File: src/rtl/gray_uart_tx_pkg.sv
// Shared FSM state type and default constants for the gray-pixel UART transmitter.
package gray_uart_tx_pkg;

    localparam int unsigned CLKS_PER_BIT_DEF = 434;
    localparam int unsigned FIFO_DEPTH_DEF   = 16;

    typedef enum logic [2:0] {
        IDLE,
        START,
        DATA,
        PARITY,
        STOP
    } state_t;

endpackage

File: src/rtl/gray_tx_fifo.sv
// Single-clock byte FIFO with an explicit occupancy count and registered ready/empty flags.
module gray_tx_fifo #(
    parameter int unsigned DEPTH = 16
) (
    input  logic       clk,
    input  logic       rst,
    input  logic       wr_en,
    input  logic [7:0] wr_data,
    input  logic       rd_en,
    output logic [7:0] head_c,
    output logic       ready,
    output logic       empty
);

    localparam int unsigned AW = $clog2(DEPTH);
    localparam int unsigned CW = AW + 1;

    logic [7:0]    mem [DEPTH];
    logic [AW-1:0] wr_ptr;
    logic [AW-1:0] rd_ptr;
    logic [CW-1:0] count;
    logic [CW-1:0] count_nxt;
    logic          push;
    logic          pop;

    // Acceptance uses the registered flags, so a write offered while full is refused even if a pop happens.
    assign push   = wr_en && ready;
    assign pop    = rd_en && !empty;
    assign head_c = mem[rd_ptr];

    always_comb begin
        count_nxt = count;
        case ({push, pop})
            2'b10:   count_nxt = count + CW'(1);
            2'b01:   count_nxt = count - CW'(1);
            default: count_nxt = count;
        endcase
    end

    always_ff @(posedge clk or posedge rst) begin
        if (rst) begin
            wr_ptr <= '0;
            rd_ptr <= '0;
            count  <= '0;
            ready  <= 1'b1;
            empty  <= 1'b1;
        end else begin
            if (push) wr_ptr <= wr_ptr + AW'(1);
            if (pop)  rd_ptr <= rd_ptr + AW'(1);
            count <= count_nxt;
            ready <= (count_nxt != CW'(DEPTH));
            empty <= (count_nxt == '0);
        end
    end

    // Storage needs no reset; occupancy is tracked by count.
    always_ff @(posedge clk) begin
        if (push) mem[wr_ptr] <= wr_data;
    end

endmodule

File: src/rtl/gray_uart_tx.sv
// Buffered UART transmitter for gray pixel bytes (8N1, or 8E1 when GRAY_UART_TX_PARITY_EN is defined).
module gray_uart_tx
    import gray_uart_tx_pkg::*;
#(
    parameter int unsigned CLKS_PER_BIT = CLKS_PER_BIT_DEF,
    parameter int unsigned FIFO_DEPTH   = FIFO_DEPTH_DEF
) (
    input  logic       i_clk,
    input  logic       i_rst,
    input  logic       i_valid,
    input  logic [7:0] i_data,
    output logic       o_ready,
    output logic       o_tx,
    output logic       o_busy,
    output logic       o_overflow
);

    localparam int unsigned      CNT_W    = $clog2(CLKS_PER_BIT);
    localparam logic [CNT_W-1:0] CNT_LOAD = CNT_W'(CLKS_PER_BIT - 1);

    state_t           state;
    logic [CNT_W-1:0] baud_cnt;
    logic [2:0]       bit_idx;
    logic [7:0]       shift;
    logic [7:0]       head_c;
    logic             fifo_ready;
    logic             fifo_empty;
    logic             pop;
    logic             bit_done;
`ifdef GRAY_UART_TX_PARITY_EN
    logic             parity;
`endif

    assign pop      = (state == IDLE) && !fifo_empty;
    assign bit_done = (baud_cnt == '0);
    assign o_ready  = fifo_ready;

    gray_tx_fifo #(
        .DEPTH (FIFO_DEPTH)
    ) u_fifo (
        .clk     (i_clk),
        .rst     (i_rst),
        .wr_en   (i_valid),
        .wr_data (i_data),
        .rd_en   (pop),
        .head_c  (head_c),
        .ready   (fifo_ready),
        .empty   (fifo_empty)
    );

    // o_tx is driven from the state held during the previous cycle, so the line lags the FSM by one clock.
    always_ff @(posedge i_clk or posedge i_rst) begin
        if (i_rst) begin
            state      <= IDLE;
            baud_cnt   <= '0;
            bit_idx    <= '0;
            shift      <= '0;
            o_tx       <= 1'b1;
            o_busy     <= 1'b0;
            o_overflow <= 1'b0;
`ifdef GRAY_UART_TX_PARITY_EN
            parity     <= 1'b0;
`endif
        end else begin
            o_busy <= (state != IDLE) || !fifo_empty;
            if (i_valid && !fifo_ready) o_overflow <= 1'b1;

            case (state)
                IDLE: begin
                    o_tx <= 1'b1;
                    if (pop) begin
                        shift    <= head_c;
                        baud_cnt <= CNT_LOAD;
                        bit_idx  <= '0;
`ifdef GRAY_UART_TX_PARITY_EN
                        parity   <= ^head_c;
`endif
                        state    <= START;
                    end
                end
                START: begin
                    o_tx <= 1'b0;
                    if (bit_done) begin
                        baud_cnt <= CNT_LOAD;
                        state    <= DATA;
                    end else begin
                        baud_cnt <= baud_cnt - CNT_W'(1);
                    end
                end
                DATA: begin
                    o_tx <= shift[0];
                    if (bit_done) begin
                        baud_cnt <= CNT_LOAD;
                        shift    <= {1'b0, shift[7:1]};
                        if (bit_idx == 3'd7) begin
                            bit_idx <= '0;
`ifdef GRAY_UART_TX_PARITY_EN
                            state   <= PARITY;
`else
                            state   <= STOP;
`endif
                        end else begin
                            bit_idx <= bit_idx + 3'd1;
                        end
                    end else begin
                        baud_cnt <= baud_cnt - CNT_W'(1);
                    end
                end
`ifdef GRAY_UART_TX_PARITY_EN
                PARITY: begin
                    o_tx <= parity;
                    if (bit_done) begin
                        baud_cnt <= CNT_LOAD;
                        state    <= STOP;
                    end else begin
                        baud_cnt <= baud_cnt - CNT_W'(1);
                    end
                end
`endif
                STOP: begin
                    o_tx <= 1'b1;
                    if (bit_done) begin
                        state <= IDLE;
                    end else begin
                        baud_cnt <= baud_cnt - CNT_W'(1);
                    end
                end
                default: begin
                    o_tx  <= 1'b1;
                    state <= IDLE;
                end
            endcase
        end
    end

endmodule

File: config.mk
export PLATFORM = sky130hd
export DESIGN_NAME = gray_uart_tx
export DESIGN_NICKNAME = d
export VERILOG_FILES = /design/src/rtl/gray_uart_tx_pkg.sv /design/src/rtl/gray_tx_fifo.sv /design/src/rtl/gray_uart_tx.sv
export SDC_FILE = /design/constraint.sdc
export NUM_CORES = 1
export LEC_CHECK = 0
export ABC_AREA = 1
export ABC_CLOCK_PERIOD_IN_PS = 3500
export CAP_MARGIN = 40
export CORE_UTILIZATION = 39
export DETAILED_ROUTE_END_ITERATION = 10
export HOLD_SLACK_MARGIN = 0.08
export MAX_ROUTING_LAYER = met4
export SLEW_MARGIN = 20
export SYNTH_ARGS = -nofsm -noshare
export SYNTH_HDL_FRONTEND = slang
export SYNTH_SLANG_ARGS = --single-unit
File: constraint.sdc
create_clock -name i_clk -period 3.5 [get_ports i_clk]
set_input_delay 1.05 -clock i_clk [delete_from_list [all_inputs] [get_ports i_clk]]
set_output_delay 1.05 -clock i_clk [all_outputs]
set_load 0.01 [all_outputs]
==> results by stage <==
Run status:
- The run finished with clean final reports.

Yosys:
- The count of flip-flops with a built-in enable after synthesis is 128.
- The synthesized netlist contains 39 unique library cells.
- The portion of the post-synthesis area used by sequential elements is between 60% and 70%.
- In this run, synthesis produced a sequential element count of 169.
- The mean cell area of the mapped netlist is approximately 11 um2.
- The most instantiated flip-flop cell in the synthesis netlist is sky130_fd_sc_hd__edfxtp_1.
- The post-synthesis async set-or-reset flop share is between 20% and 30%.
- The Yosys warning count is 0.
- The cell area that synthesis handed to floorplanning was approximately 0.0072 mm2.
- Synthesis produced a netlist whose cell count is around 640.
- The number of nets handed over by synthesis was 659.

Timing:
- The worst-case hold slack is a little under 500 ps.
- The transition time of the tightest slew-check pin is ~730 ps.
- Based on the critical path, the design can be clocked at up to 355 MHz.
- Setup repair after global routing left no endpoint under its margin.
- The setup violation total in the final timing report is 0.
- The final-layout setup total negative slack is 0 ps.
- The final period utilization is about 80%.
- After layout, the worst setup slack is 680 ps.
- The hold violation count in the final report was 0.
- The time the final worst path needs with I/O delays and setup is 2820 ps.
- For the final database, setup skew stands at between 9 and 10 ps.
- The number of pins exceeding their max-slew limit in the final report was 0.
- The relative slew slack is 51.3%.

CTS:
- The maximum level of the CTS H-tree is 4.
- The CTS buffer count is 17.
- Post-CTS timing repair inserted 0 buffers for setup.
- The post-cts hold buffer count is 0.
- The number of gates given a new drive strength after cts is 0.
- TritonCTS built the clock tree.
- For the worst-skew pair, the clock arrives at the later sink with an insertion delay of 420 ps.
- CTS placed an instance of sky130_fd_sc_hd__clkbuf_16 at the clock tree root.
- Counting every sink on the clock net gives 169.
- The maximum root-to-sink buffer count is 2.
- Clock-pin slew was measured on the worst setup and hold paths at approximately 60 ps.

Power:
- For this design the static power due to leakage is 3.05 nW.
- IR analysis of the VDD net gives a maximum drop of 0.390 mV.
- The power per unit of standard cell area is between 500 and 600 mW/mm2.

Floorplan:
- 15 I/O pins were placed.
- The number of placement rows is slightly below 50.
- The die covers between 0.015 and 0.02 mm2.
- The chip width is around 140 um.
- Once the floorplan was initialized, standard cells occupied 40.0% of the core.
- The vertical die dimension is ~140 um.
- The total core area is 0.0181 mm2.

Placed design:
- The placement-stage worst setup slack is 227 ps.
- After legalization and detailed placement, the total HPWL measured roughly 9800 um.
- Once placement finished, the instance area stood at ~0.0077 mm2.
- The congestion estimate from routability-driven global placement came to 0.854.
- The number of buffers inserted by port buffering is 14.

Worst setup path:
- The gate family responsible for the most delay along the worst path is simple AND/OR/NAND/NOR gates.
- Together, buffers and inverters on the worst path number 1.
- Counting stages on the worst path, the most repeated cell is sky130_fd_sc_hd__nand2_1.
- The critical path in this run is classified as in -> reg.
- The worst-case register-to-register setup slack is between 1000 and 1500 ps.
- The delay contributed by the slowest stage of the critical path is just over 400 ps.
- The highest-delay cell along the critical path is sky130_fd_sc_hd__clkdlybuf4s50_1.
- STA classifies the critical path startpoint as an input pin.
- Of all nets on the critical path, the largest fanout is 6.
- The critical path endpoint category is a flop.
- Traced cell by cell, the critical path runs through clkdlybuf4s50_1 > nand2_1 > nand4_1 > nand2_1 > nand2_1 > ha_1 > nand2_1 > o21ai_0 > or2_2 > nor2_2 > nand3_1 > nor2_2.
- Data on the critical path is required at its endpoint by 3860 ps.
- The critical path data arrival time is 3180 ps.

Layout:
- The post-route cell area is just over 0.008 mm2.
- The number of nets in the finished design is 687.
- In the layout the commonest cells are sky130_fd_sc_hd__edfxtp_1 (128), sky130_fd_sc_hd__nor2_1 (103), sky130_fd_sc_hd__o21ai_0 (88).
- In the final layout, the share of cells above drive strength 1 is 11.5%.
- The post-layout utilization of the core is a little under half.
- The most common library cell in the layout ignoring fill and taps is sky130_fd_sc_hd__edfxtp_1.
- The total inserted antenna cells is 0.
- From synthesis to final layout, the design area changed by 15.0%.

Drt:
- The total routed wirelength is roughly 16,000 um.
- The remaining number of nets flagged by the antenna check after routing is 0.
- The first TritonRoute pass finished after 4 iterations.
- The number of design-rule violations left by the first detailed-router iteration is 339.
- Dividing the detail-routed via count by the number of cells gives 5.26.
- The total via count in the routed design is roughly 4,800.
- Dividing the detail-routed wire length by the instance count gives 17.1 um.
- In the routed design, unresolved DRC markers number 0.

GRT:
- The first-pass GRT wire length is 25,300 um.
- Global routing used between 15 and 20% of the available tracks.
- For this run the aggregate overflow at the end of global routing stands at 0.
- The number of global-route vias before repair came to 4,790.
- The initial antenna violation count was 0.
- The largest net degree at the start of global routing is between 60 and 70.

Hold path:
- In this run the worst hold path is classified as reg -> reg.

Run:
- Across the run, the number of max-cap violations was 0.
[logic make-up after synthesis]
logic type,share of synthesized area (%)
flip-flops,67.3
XOR/XNOR,0.968
AO/OA/AOI/OAI,11.5
buffers and inverters,4.27
AND/OR/NAND/NOR,14.1
adder cells (fa/ha/maj),1.90
[where the power goes]
group	internal, mW	switching (mW)
sequential	2.38	0.0796
combinational	0.187	0.372
clock	1.13	0.751
total	3.70	1.20
[state kept, by name (all words and copies together), names as in the netlist, 3 cells and up]
register,flops
shift,8
u_fifo.rd_ptr,4
u_fifo.count,5
u_fifo.mem,128
baud_cnt,9
bit_idx,3
state,3
u_fifo.wr_ptr,4
[routing by layer]
metal | global-route usage [%] | share of wire [%]
met1 | 22.1 | 46
met2 | 28.7 | 49
met3 | 3.84 | 4.1
met4 | 7.21 | 1.6
met5 | - | 0
[cells in the mapped netlist (2+ instances only)]
cell type	n	area [um2]
sky130_fd_sc_hd__a21oi_1	11	55.1
sky130_fd_sc_hd__a21oi_2	2	17.5
sky130_fd_sc_hd__buf_2	10	50.1
sky130_fd_sc_hd__clkbuf_1	15	56.3
sky130_fd_sc_hd__clkinv_1	2	7.51
sky130_fd_sc_hd__dfrtp_1	38	951
sky130_fd_sc_hd__dfstp_2	3	78.8
sky130_fd_sc_hd__edfxtp_1	128	3840
sky130_fd_sc_hd__ha_1	11	138
sky130_fd_sc_hd__inv_1	43	161
sky130_fd_sc_hd__inv_2	4	15.0
sky130_fd_sc_hd__nand2_1	62	233
sky130_fd_sc_hd__nand2_2	6	37.5
sky130_fd_sc_hd__nand3_1	35	175
sky130_fd_sc_hd__nand3_2	2	20.0
sky130_fd_sc_hd__nand4_1	7	43.8
sky130_fd_sc_hd__nor2_1	103	387
sky130_fd_sc_hd__nor2_2	4	25.0
sky130_fd_sc_hd__nor2_4	2	22.5
sky130_fd_sc_hd__nor3_1	5	25.0
sky130_fd_sc_hd__o211ai_1	13	97.6
sky130_fd_sc_hd__o21ai_0	88	440
sky130_fd_sc_hd__o21bai_1	2	15.0
sky130_fd_sc_hd__o221ai_1	15	131
sky130_fd_sc_hd__o22ai_1	6	37.5
sky130_fd_sc_hd__xor2_1	7	61.3
[per-stage QoR]
| stage | instances | total power [mW] |
|---|---|---|
| after global routing | 907 | 5.09 |
| after detailed placement | 875 | 3.06 |
| after global placement | 875 | 3.04 |
| after floorplan | 637 | 2.84 |
| after CTS | 907 | 4.94 |
| final | 907 | 4.90 |
[worst reg2reg max path: stages, from the launching register on]
cell and delay, ps:
sky130_fd_sc_hd__dfrtp_1 640, sky130_fd_sc_hd__inv_2 150, sky130_fd_sc_hd__nand3_4 160, sky130_fd_sc_hd__inv_1 130, sky130_fd_sc_hd__ha_1 350, sky130_fd_sc_hd__inv_1 210, sky130_fd_sc_hd__o21ai_0 130, sky130_fd_sc_hd__or2_2 290
sky130_fd_sc_hd__nor2_2 130, sky130_fd_sc_hd__nand3_1 100, sky130_fd_sc_hd__nor2_2 90
[layout make-up]
class                      instances  area (um2)
clock buffer                      24         492
clock inverter                     8         110
fill                            1597        9770
inverter                          49         184
multi-input combinational        392        2050
sequential                       169        4870
tap                              229         287
timing repair buffer              36         318
[path summary, 6_finish.rpt]
path / endpoint / depth (start not counted) / from
worst min-delay path: o_overflow / 1 / o_overflow
max in group asynchronous: o_tx / 3 / i_rst
worst max register to register: u_fifo.empty / 10 / state[1]
worst max-delay path: u_fifo.empty / 12 / i_valid
min in group asynchronous: state[1] / 2 / i_rst
worst min register to register: o_overflow / 1 / o_overflow
No activity file was read; power rests on OpenSTA's default activity.
